`config.mk`:
```
export PLATFORM = sky130hd
export DESIGN_NAME = ladybird_decode_stage
export DESIGN_NICKNAME = d
export VERILOG_FILES = /design/src/rtl/ladybird_decode_stage.sv
export SDC_FILE = /design/constraint.sdc
export NUM_CORES = 1
export LEC_CHECK = 0
export CORE_AREA = 4 4 121 146
export CTS_CLUSTER_SIZE = 12
export DETAILED_ROUTE_END_ITERATION = 12
export DIE_AREA = 0 0 125 150
export PLACE_DENSITY = 0.89
export RECOVER_POWER = 50
export SYNTH_ARGS = -nofsm -noshare
export SYNTH_HDL_FRONTEND = slang
export SYNTH_SLANG_ARGS = --single-unit
export TNS_END_PERCENT = 100
```
`constraint.sdc`:
```
create_clock -name clk -period 2.9 [get_ports clk]
set_input_delay 0.435 -clock clk [delete_from_list [all_inputs] [get_ports clk]]
set_output_delay 0.435 -clock clk [all_outputs]
set_load 0.02 [all_outputs]
```
`src/rtl/ladybird_decode_stage.sv`:
```
// RV32I decode stage: splits instruction words into fields and a sign-extended immediate,
// then holds the decoded entries in a 2-entry skid buffer so that i_ready comes from a register.
`timescale 1ns/1ps
module ladybird_decode_stage #(
  parameter int XLEN = 32
) (
  input  logic            clk,
  input  logic            nrst,
  input  logic            flush,
  input  logic            i_valid,
  output logic            i_ready,
  input  logic [XLEN-1:0] i_pc,
  input  logic [31:0]     i_inst,
  output logic            o_valid,
  input  logic            o_ready,
  output logic [XLEN-1:0] o_pc,
  output logic [6:0]      o_opcode,
  output logic [4:0]      o_rd,
  output logic [4:0]      o_rs1,
  output logic [4:0]      o_rs2,
  output logic [2:0]      o_funct3,
  output logic [6:0]      o_funct7,
  output logic [XLEN-1:0] o_imm,
  output logic            o_illegal,
  output logic            o_is_ecall,
  output logic            o_is_ebreak
);

  localparam logic [6:0] OPC_LOAD     = 7'h03;
  localparam logic [6:0] OPC_MISC_MEM = 7'h0F;
  localparam logic [6:0] OPC_OP_IMM   = 7'h13;
  localparam logic [6:0] OPC_AUIPC    = 7'h17;
  localparam logic [6:0] OPC_STORE    = 7'h23;
  localparam logic [6:0] OPC_OP       = 7'h33;
  localparam logic [6:0] OPC_LUI      = 7'h37;
  localparam logic [6:0] OPC_BRANCH   = 7'h63;
  localparam logic [6:0] OPC_JALR     = 7'h67;
  localparam logic [6:0] OPC_JAL      = 7'h6F;
  localparam logic [6:0] OPC_SYSTEM   = 7'h73;

  typedef struct packed {
    logic [XLEN-1:0] pc;
    logic [6:0]      opcode;
    logic [4:0]      rd;
    logic [4:0]      rs1;
    logic [4:0]      rs2;
    logic [2:0]      funct3;
    logic [6:0]      funct7;
    logic [XLEN-1:0] imm;
    logic            illegal;
    logic            is_ecall;
    logic            is_ebreak;
  } entry_t;

  typedef enum logic [1:0] {EMPTY, ONE, TWO} occ_t;

  logic [6:0]  w_op;
  logic [2:0]  w_f3;
  logic [6:0]  w_f7;
  logic        w_ecall;
  logic        w_ebreak;
  logic [31:0] w_imm32;
  logic        w_bad;
  entry_t      w_dec;
  logic        w_accept;
  logic        w_pop;

  occ_t   r_state;
  entry_t r_head;
  entry_t r_skid;
  logic   r_ready;

  assign w_op     = i_inst[6:0];
  assign w_f3     = i_inst[14:12];
  assign w_f7     = i_inst[31:25];
  assign w_ecall  = (i_inst == 32'h0000_0073);
  assign w_ebreak = (i_inst == 32'h0010_0073);

  // Every base opcode ends in 2'b11, so the opcode match also rejects compressed encodings.
  always_comb begin
    w_imm32 = '0;
    w_bad   = 1'b0;
    case (w_op)
      OPC_LOAD: begin
        w_imm32 = {{20{i_inst[31]}}, i_inst[31:20]};
        w_bad   = (w_f3 == 3'd3) || (w_f3 == 3'd6) || (w_f3 == 3'd7);
      end
      OPC_MISC_MEM: w_imm32 = {{20{i_inst[31]}}, i_inst[31:20]};
      OPC_OP_IMM: begin
        w_imm32 = {{20{i_inst[31]}}, i_inst[31:20]};
        w_bad   = ((w_f3 == 3'd1) && (w_f7 != 7'h00)) ||
                  ((w_f3 == 3'd5) && (w_f7 != 7'h00) && (w_f7 != 7'h20));
      end
      OPC_AUIPC, OPC_LUI: w_imm32 = {i_inst[31:12], 12'b0};
      OPC_STORE: begin
        w_imm32 = {{20{i_inst[31]}}, i_inst[31:25], i_inst[11:7]};
        w_bad   = (w_f3 > 3'd2);
      end
      OPC_OP: begin
        w_bad = ((w_f7 != 7'h00) && (w_f7 != 7'h20)) ||
                ((w_f7 == 7'h20) && (w_f3 != 3'd0) && (w_f3 != 3'd5));
      end
      OPC_BRANCH: begin
        w_imm32 = {{19{i_inst[31]}}, i_inst[31], i_inst[7], i_inst[30:25], i_inst[11:8], 1'b0};
        w_bad   = (w_f3 == 3'd2) || (w_f3 == 3'd3);
      end
      OPC_JALR: begin
        w_imm32 = {{20{i_inst[31]}}, i_inst[31:20]};
        w_bad   = (w_f3 != 3'd0);
      end
      OPC_JAL: w_imm32 = {{11{i_inst[31]}}, i_inst[31], i_inst[19:12], i_inst[20], i_inst[30:21], 1'b0};
      OPC_SYSTEM: begin
        w_imm32 = {{20{i_inst[31]}}, i_inst[31:20]};
        w_bad   = (w_f3 == 3'd0) && !w_ecall && !w_ebreak;
      end
      default: w_bad = 1'b1;
    endcase
  end

  always_comb begin
    w_dec           = '0;
    w_dec.pc        = i_pc;
    w_dec.opcode    = w_op;
    w_dec.rd        = i_inst[11:7];
    w_dec.rs1       = i_inst[19:15];
    w_dec.rs2       = i_inst[24:20];
    w_dec.funct3    = w_f3;
    w_dec.funct7    = w_f7;
    w_dec.imm       = XLEN'($signed(w_imm32));
    w_dec.illegal   = w_bad;
    w_dec.is_ecall  = w_ecall;
    w_dec.is_ebreak = w_ebreak;
  end

  assign w_accept = i_valid & r_ready;
  assign w_pop    = o_valid & o_ready;

  // r_ready tracks (next state != TWO) so i_ready never depends on o_ready combinationally.
  always_ff @(posedge clk or negedge nrst) begin
    if (!nrst) begin
      r_state <= EMPTY;
      r_head  <= '0;
      r_skid  <= '0;
      r_ready <= 1'b1;
    end else if (flush) begin
      r_state <= EMPTY;
      r_ready <= 1'b1;
    end else begin
      case (r_state)
        EMPTY: begin
          if (w_accept) begin
            r_head  <= w_dec;
            r_state <= ONE;
          end
        end
        ONE: begin
          case ({w_accept, w_pop})
            2'b10: begin
              r_skid  <= w_dec;
              r_state <= TWO;
              r_ready <= 1'b0;
            end
            2'b01: r_state <= EMPTY;
            2'b11: r_head <= w_dec;
            default: ;
          endcase
        end
        TWO: begin
          if (w_pop) begin
            r_head  <= r_skid;
            r_state <= ONE;
            r_ready <= 1'b1;
          end
        end
        default: begin
          r_state <= EMPTY;
          r_ready <= 1'b1;
        end
      endcase
    end
  end

  assign i_ready     = r_ready;
  assign o_valid     = (r_state != EMPTY);
  assign o_pc        = r_head.pc;
  assign o_opcode    = r_head.opcode;
  assign o_rd        = r_head.rd;
  assign o_rs1       = r_head.rs1;
  assign o_rs2       = r_head.rs2;
  assign o_funct3    = r_head.funct3;
  assign o_funct7    = r_head.funct7;
  assign o_imm       = r_head.imm;
  assign o_illegal   = r_head.illegal;
  assign o_is_ecall  = r_head.is_ecall;
  assign o_is_ebreak = r_head.is_ebreak;

endmodule

```
[Word level (Yosys, flattened, before mapping)]
Cells that the tools add are included.
Cells by class
  muxes and demuxes: 15
  bitwise gates (word level): 3
  reductions and logical operators: 28
  eq/ne operators: 35
  order comparisons: 1
Operator list (number)
  99-bit 2-to-1 mux: 3
  99-bit one-hot mux with 3 select lines: 1
  32-bit one-hot mux with 5 select lines: 1
  32-bit by 21-bit == test with 1-bit output, second input constant: 1
  32-bit by 7-bit == test with 1-bit output, second input constant: 1
  7-bit by 6-bit == test with 1-bit output, second input constant: 4
  7-bit == test, second input constant: 4
  7-bit by 5-bit == test with 1-bit output, second input constant: 2
  3-bit inequality test, second input constant: 4
  3-bit == test, second input constant: 3
  3-bit AND reduction: 3
  1-bit logical AND: 8
  1-bit one-hot mux with 8 select lines: 1
  7-bit by 2-bit == test with 1-bit output, second input constant: 1
  7-bit by 4-bit == test with 1-bit output, second input constant: 1
  7-bit by 6-bit inequality test with 1-bit output, second input constant: 1
  7-bit nonzero test: 1
  2-bit == test, second input constant: 3
  3-bit by 2-bit == test with 1-bit output, second input constant: 2
  2-bit 2-to-1 mux: 3
  2-bit inequality test, second input constant: 3
  2-bit one-hot mux with 3 select lines: 1
  3-bit nonzero test: 2
  1-bit logical OR: 5
  other kinds (18): 23
Word-level totals
  register bits after elaboration: 201
  input bits: 69

[Logic depth before layout (Yosys ltp)]
  depth in word-level cells: 7
  gate-level depth with buffers: 9

[Least setup slack after synthesis]
No wires, ideal clock.
  path kind: register to register
  from: register r_ready (netlist: i_ready)
  to: register r_head, in the netlist o_imm[21]
  data required time: 2.767 ns
  data arrival time: 1.774 ns
  buffers on the path: 1
  path slack: 0.993 ns
  library setup time: 0.133 ns
  period minus slack after synthesis: 1.907 ns
  stages on the path, launching flop included: 8
  cell sequence: dfstp_2 and3b_1 nand2_1 a21oi_4 nand2_2 a31oi_2 buf_6 a221oi_2
Between the ends
  longest elaborated chain between the ends: 4
  elaborated cells between the ends (all ways): 5
Ends and longest elaborated chain
  start: declaration: line 71  | logic r_ready;
  start signal: assignment: line 144  | r_ready <= 1'b1;
  start signal: assignment: line 147  | r_ready <= 1'b1;
  start signal: assignment: line 161  | r_ready <= 1'b0;
  1-bit bitwise AND *: line 135  | assign w_accept = i_valid & r_ready;
  2-bit == test: line 157  | case ({w_accept, w_pop})
  2-bit by 1-bit inequality test with 1-bit output (no line)
  5-bit AND reduction (no line) *
  end signal: assignment: line 152  | r_head <= w_dec;
  end signal: assignment: line 164  | 2'b11: r_head <= w_dec;
  end signal: assignment: line 170  | r_head <= r_skid;
  end: declaration: line 69  | entry_t r_head;
Every way passes the cells marked *; elsewhere a longest branch is shown, timed or not.
A chain may end at the register's enable or synchronous reset.

[Final worst setup path]
  from: input o_ready
  to: register r_skid[9] (netlist name)
Between the ends
  longest elaborated chain between the ends: 3
Ends and longest elaborated chain
  start: declaration: line 15  | input logic o_ready,
  1-bit bitwise AND: line 136  | assign w_pop = o_valid & o_ready;
  2-bit == test: line 157
  3-bit AND reduction (no line)
  end signal: assignment: line 159  | r_skid <= w_dec;
  end: declaration: line 70  | entry_t r_skid;
Every way passes these cells.

==> impl_metrics.yaml <==
cells_and_area:
  area_growth_pct: 27.3
  layout-drive-gt1-share_pct: 7.60
  insertedDiodeCount: 0
  mostFrequentLayoutCell: "nand2_1"
  layout_common_cells: "nand2_1, dfrtp_1, clkdlybuf4s50_1"
  fin_cells: 1410
  nFillCells: 1211
  fin_nets: 1259
clock_network:
  cts-root-buf: "clkbuf_16"
  clock_tree.buffer_depth: 3
  htreeDepth: 1
  post_cts_buffers: 0
  ctsResizeCount: 0
  postCtsHoldBufs: 1
  cts_tree: "built"
  clock-sinks: 201
  insertion_delay_ns: 0.49
  cts-buffers-inserted: 21
  clk_pin_slew_ns: 0.06
timing:
  fin_ws_ns: 0.510
  min_period_ns: 2.39
  rsz0062_at_grt: "false"
  fin_hold_ws_ns: 0.473
  fin_crit_sh_pct: 82.4
  setup_viol: 0
  slew_violations: 64
  fmax_mhz: 418
  tightest_slew_ns: 1.71
  tns_ns: 0
  relSlewSlack_pct: -14.1
  skew_ns: 0.0110
  final-hold-violation-count: 0
route:
  drt-initial-drc-count: 676
  vias: 8210
  drt_first_pass_iters: 5
  routed_wl_mm: 25.1
  via_per_inst: 5.82
  drc: 0
  antenna_left: 0
  routedWlPerCell_microns: 17.8
floorplan:
  core-area_sq_mm: 0.0162
  row_count: 51
  die-height_microns: 150
  die_area_sq_mm: 0.0188
  start_util_pct: 56.4
  dieWidth_microns: 125
  io_pins: 170
setup_path:
  slowest_stage: "or3_1"
  reg2reg_to: "r_skid[9]"
  crit_arrival_ns: 2.76
  reg2reg_from: "i_ready"
  critical_path_peak_fanout: 23
  cp_cell_sequence: "dlygate4sd3_1, nand2b_1, or3_1, clkbuf_2, a22o_1"
  worstPathRequired_ns: 3.27
  r2r_cells: 4
  rrSetupSlack_ns: 0.57
  end_kind: "flop"
  worstSetupPathType: "in -> reg"
  setup.worst_path.start_class: "input pin"
  max_stage_delay_ns: 0.64
placed_design:
  routabilityCongestion: 0.873
  io_buffers: 169
  place_inst: 1378
  hpwl_mm: 16.7
  pre_cts_slack_ns: 0.214
grt:
  grt_util_met2_pct: 44.9
  globalRouteMet1Util_pct: 33.7
  grt.total_usage_pct: 26.4
  use_met3_pct: 4.39
  grt_pass1_vias: 8082
  busiest_layer: "met2"
  grt_overflow: 0
  grt_max_degree: 94
  grt_pass1_wl_mm: 40.7
  antenna_found_initial: 0
power:
  power_density_mw_per_mm2: 740
  ir_worst_vdd_uv: 536
  design_power_total_mw: 8.60
  leakage_nw: 5.17
min_path:
  hold_path_end: "r_skid[76]"
  holdPathStages: 2
  hp-start: "r_skid[76]"
  hp-class: "reg -> reg"
synth:
  async_flop_share_pct: 100
  syn_area_per_cell_sq_um: 8.76
  syn_nets: 1112
  ys_types: 55
  yosysSeqAreaShare_pct: 55.1
  synth_seq_cells: 201
  yosysWarnings: 0
  synth-main-ff-cell: "dfrtp_1"
  synthesis.instances: 1043
  synth_edf_count: 0
  syn_area_sq_mm: 0.00914
run_status:
  run_status: "finished, violations left"
  violations: "capacitance limit, slew limit"
job:
  cap_viol_max_count: 1
[synth_stat cells (3+ instances only)]
| master | n | area share (%) |
|---|---|---|
| o211ai_1 | 3 | 0.25 |
| o21ai_1 | 11 | 0.60 |
| inv_1 | 3 | 0.12 |
| nor2_1 | 128 | 5.3 |
| nand4_1 | 3 | 0.21 |
| o22ai_1 | 3 | 0.21 |
| nand3_1 | 3 | 0.16 |
| nor4_1 | 6 | 0.41 |
| a21oi_1 | 21 | 1.2 |
| nor3_1 | 6 | 0.33 |
| a22o_1 | 6 | 0.58 |
| and2_1 | 3 | 0.21 |
| nand2_1 | 382 | 16 |
| buf_2 | 26 | 1.4 |
| dfrtp_1 | 200 | 55 |
| nor2b_1 | 10 | 0.68 |
| a221oi_2 | 19 | 3.1 |
| a22oi_1 | 6 | 0.49 |
| buf_1 | 5 | 0.21 |
| o21ai_0 | 27 | 1.5 |
| and3b_1 | 4 | 0.38 |
| clkbuf_1 | 38 | 1.6 |
| nand2_2 | 3 | 0.21 |
| a31oi_1 | 73 | 5.0 |
| o21a_1 | 4 | 0.33 |
| nand2b_1 | 7 | 0.48 |
| a32oi_1 | 6 | 0.58 |
| buf_6 | 3 | 0.37 |
[sequential cells by signal, summed over array words and instances, names as in the netlist]
name	cells
i_ready	1
o_pc	32
o_is_ecall	1
o_imm	32
r_skid	99
o_opcode	7
o_funct3	3
r_state	2
o_rd	5
o_rs2	5
o_illegal	1
o_rs1	5
o_is_ebreak	1
o_funct7	7
[through the flow]
step / util (%) / cell area (sq um)
after CTS: 72.0 / 11700
final: 71.8 / 11600
after global routing: 71.8 / 11600
after global placement: 68.2 / 11100
after floorplan: - / 9140
after detailed placement: 68.2 / 11100
[routing by layer]
metal / part of all wire [%] / wire length [microns]
met5: 0 / 0
met4: 3.2 / 813
met3: 7.0 / 1760
met2: 51 / 12700
met1: 39 / 9840
[power by group]
group	switching [mW]	internal, mW
Combinational	1.24	1.03
Clock	1.03	1.40
Sequential	0.403	3.50
Total	2.67	5.93
[logic make-up (layout without fill, tap and decap cells)]
family	Yosys count	in the layout	share of synthesized area, %
buffers and inverters	79	234	3.96
muxes	2	2	0.233
xor gates and xnor gates	1	1	0.0959
DFF	201	201	55.1
AOI/OAI and AO/OA	188	188	14.8
and+or+nand+nor	572	572	25.8
[layout make-up]
type | count | area [sq um] | area share [%]
flip-flops and latches | 201 | 5030 | 43.3
well taps | 212 | 265 | 2.28
clock buffers | 30 | 589 | 5.07
inverters | 3 | 11.3 | 0.0968
repair buffers | 200 | 1970 | 17.0
clock inverters | 1 | 8.76 | 0.0753
multi-input cells | 763 | 3750 | 32.3
[worst max-delay path: cells and delay by family]
| family | cells | cell delay [ns] |
|---|---|---|
| buffers and inverters | 2 | 1.09 |
| AOI/OAI and AO/OA | 1 | 0.35 |
| and+or+nand+nor | 2 | 0.86 |
[how the worst max path moves through the flow]
| stage | startpoint | slack, ns | cells past startpoint | end |
|---|---|---|---|---|
| after floorplan | i_ready | 0.99 | 7 | o_imm[21] |
| after detailed placement | i_inst[6] | 0.21 | 8 | o_imm[25] |
| after global routing | o_ready | 0.44 | 6 | r_skid[7] |
| final | o_ready | 0.51 | 5 | r_skid[9] |
| after CTS | r_state[0] | 0.61 | 2 | o_valid |
| after global placement | i_inst[6] | 0.25 | 8 | o_imm[29] |
No activity file was read; power rests on OpenSTA's default activity.
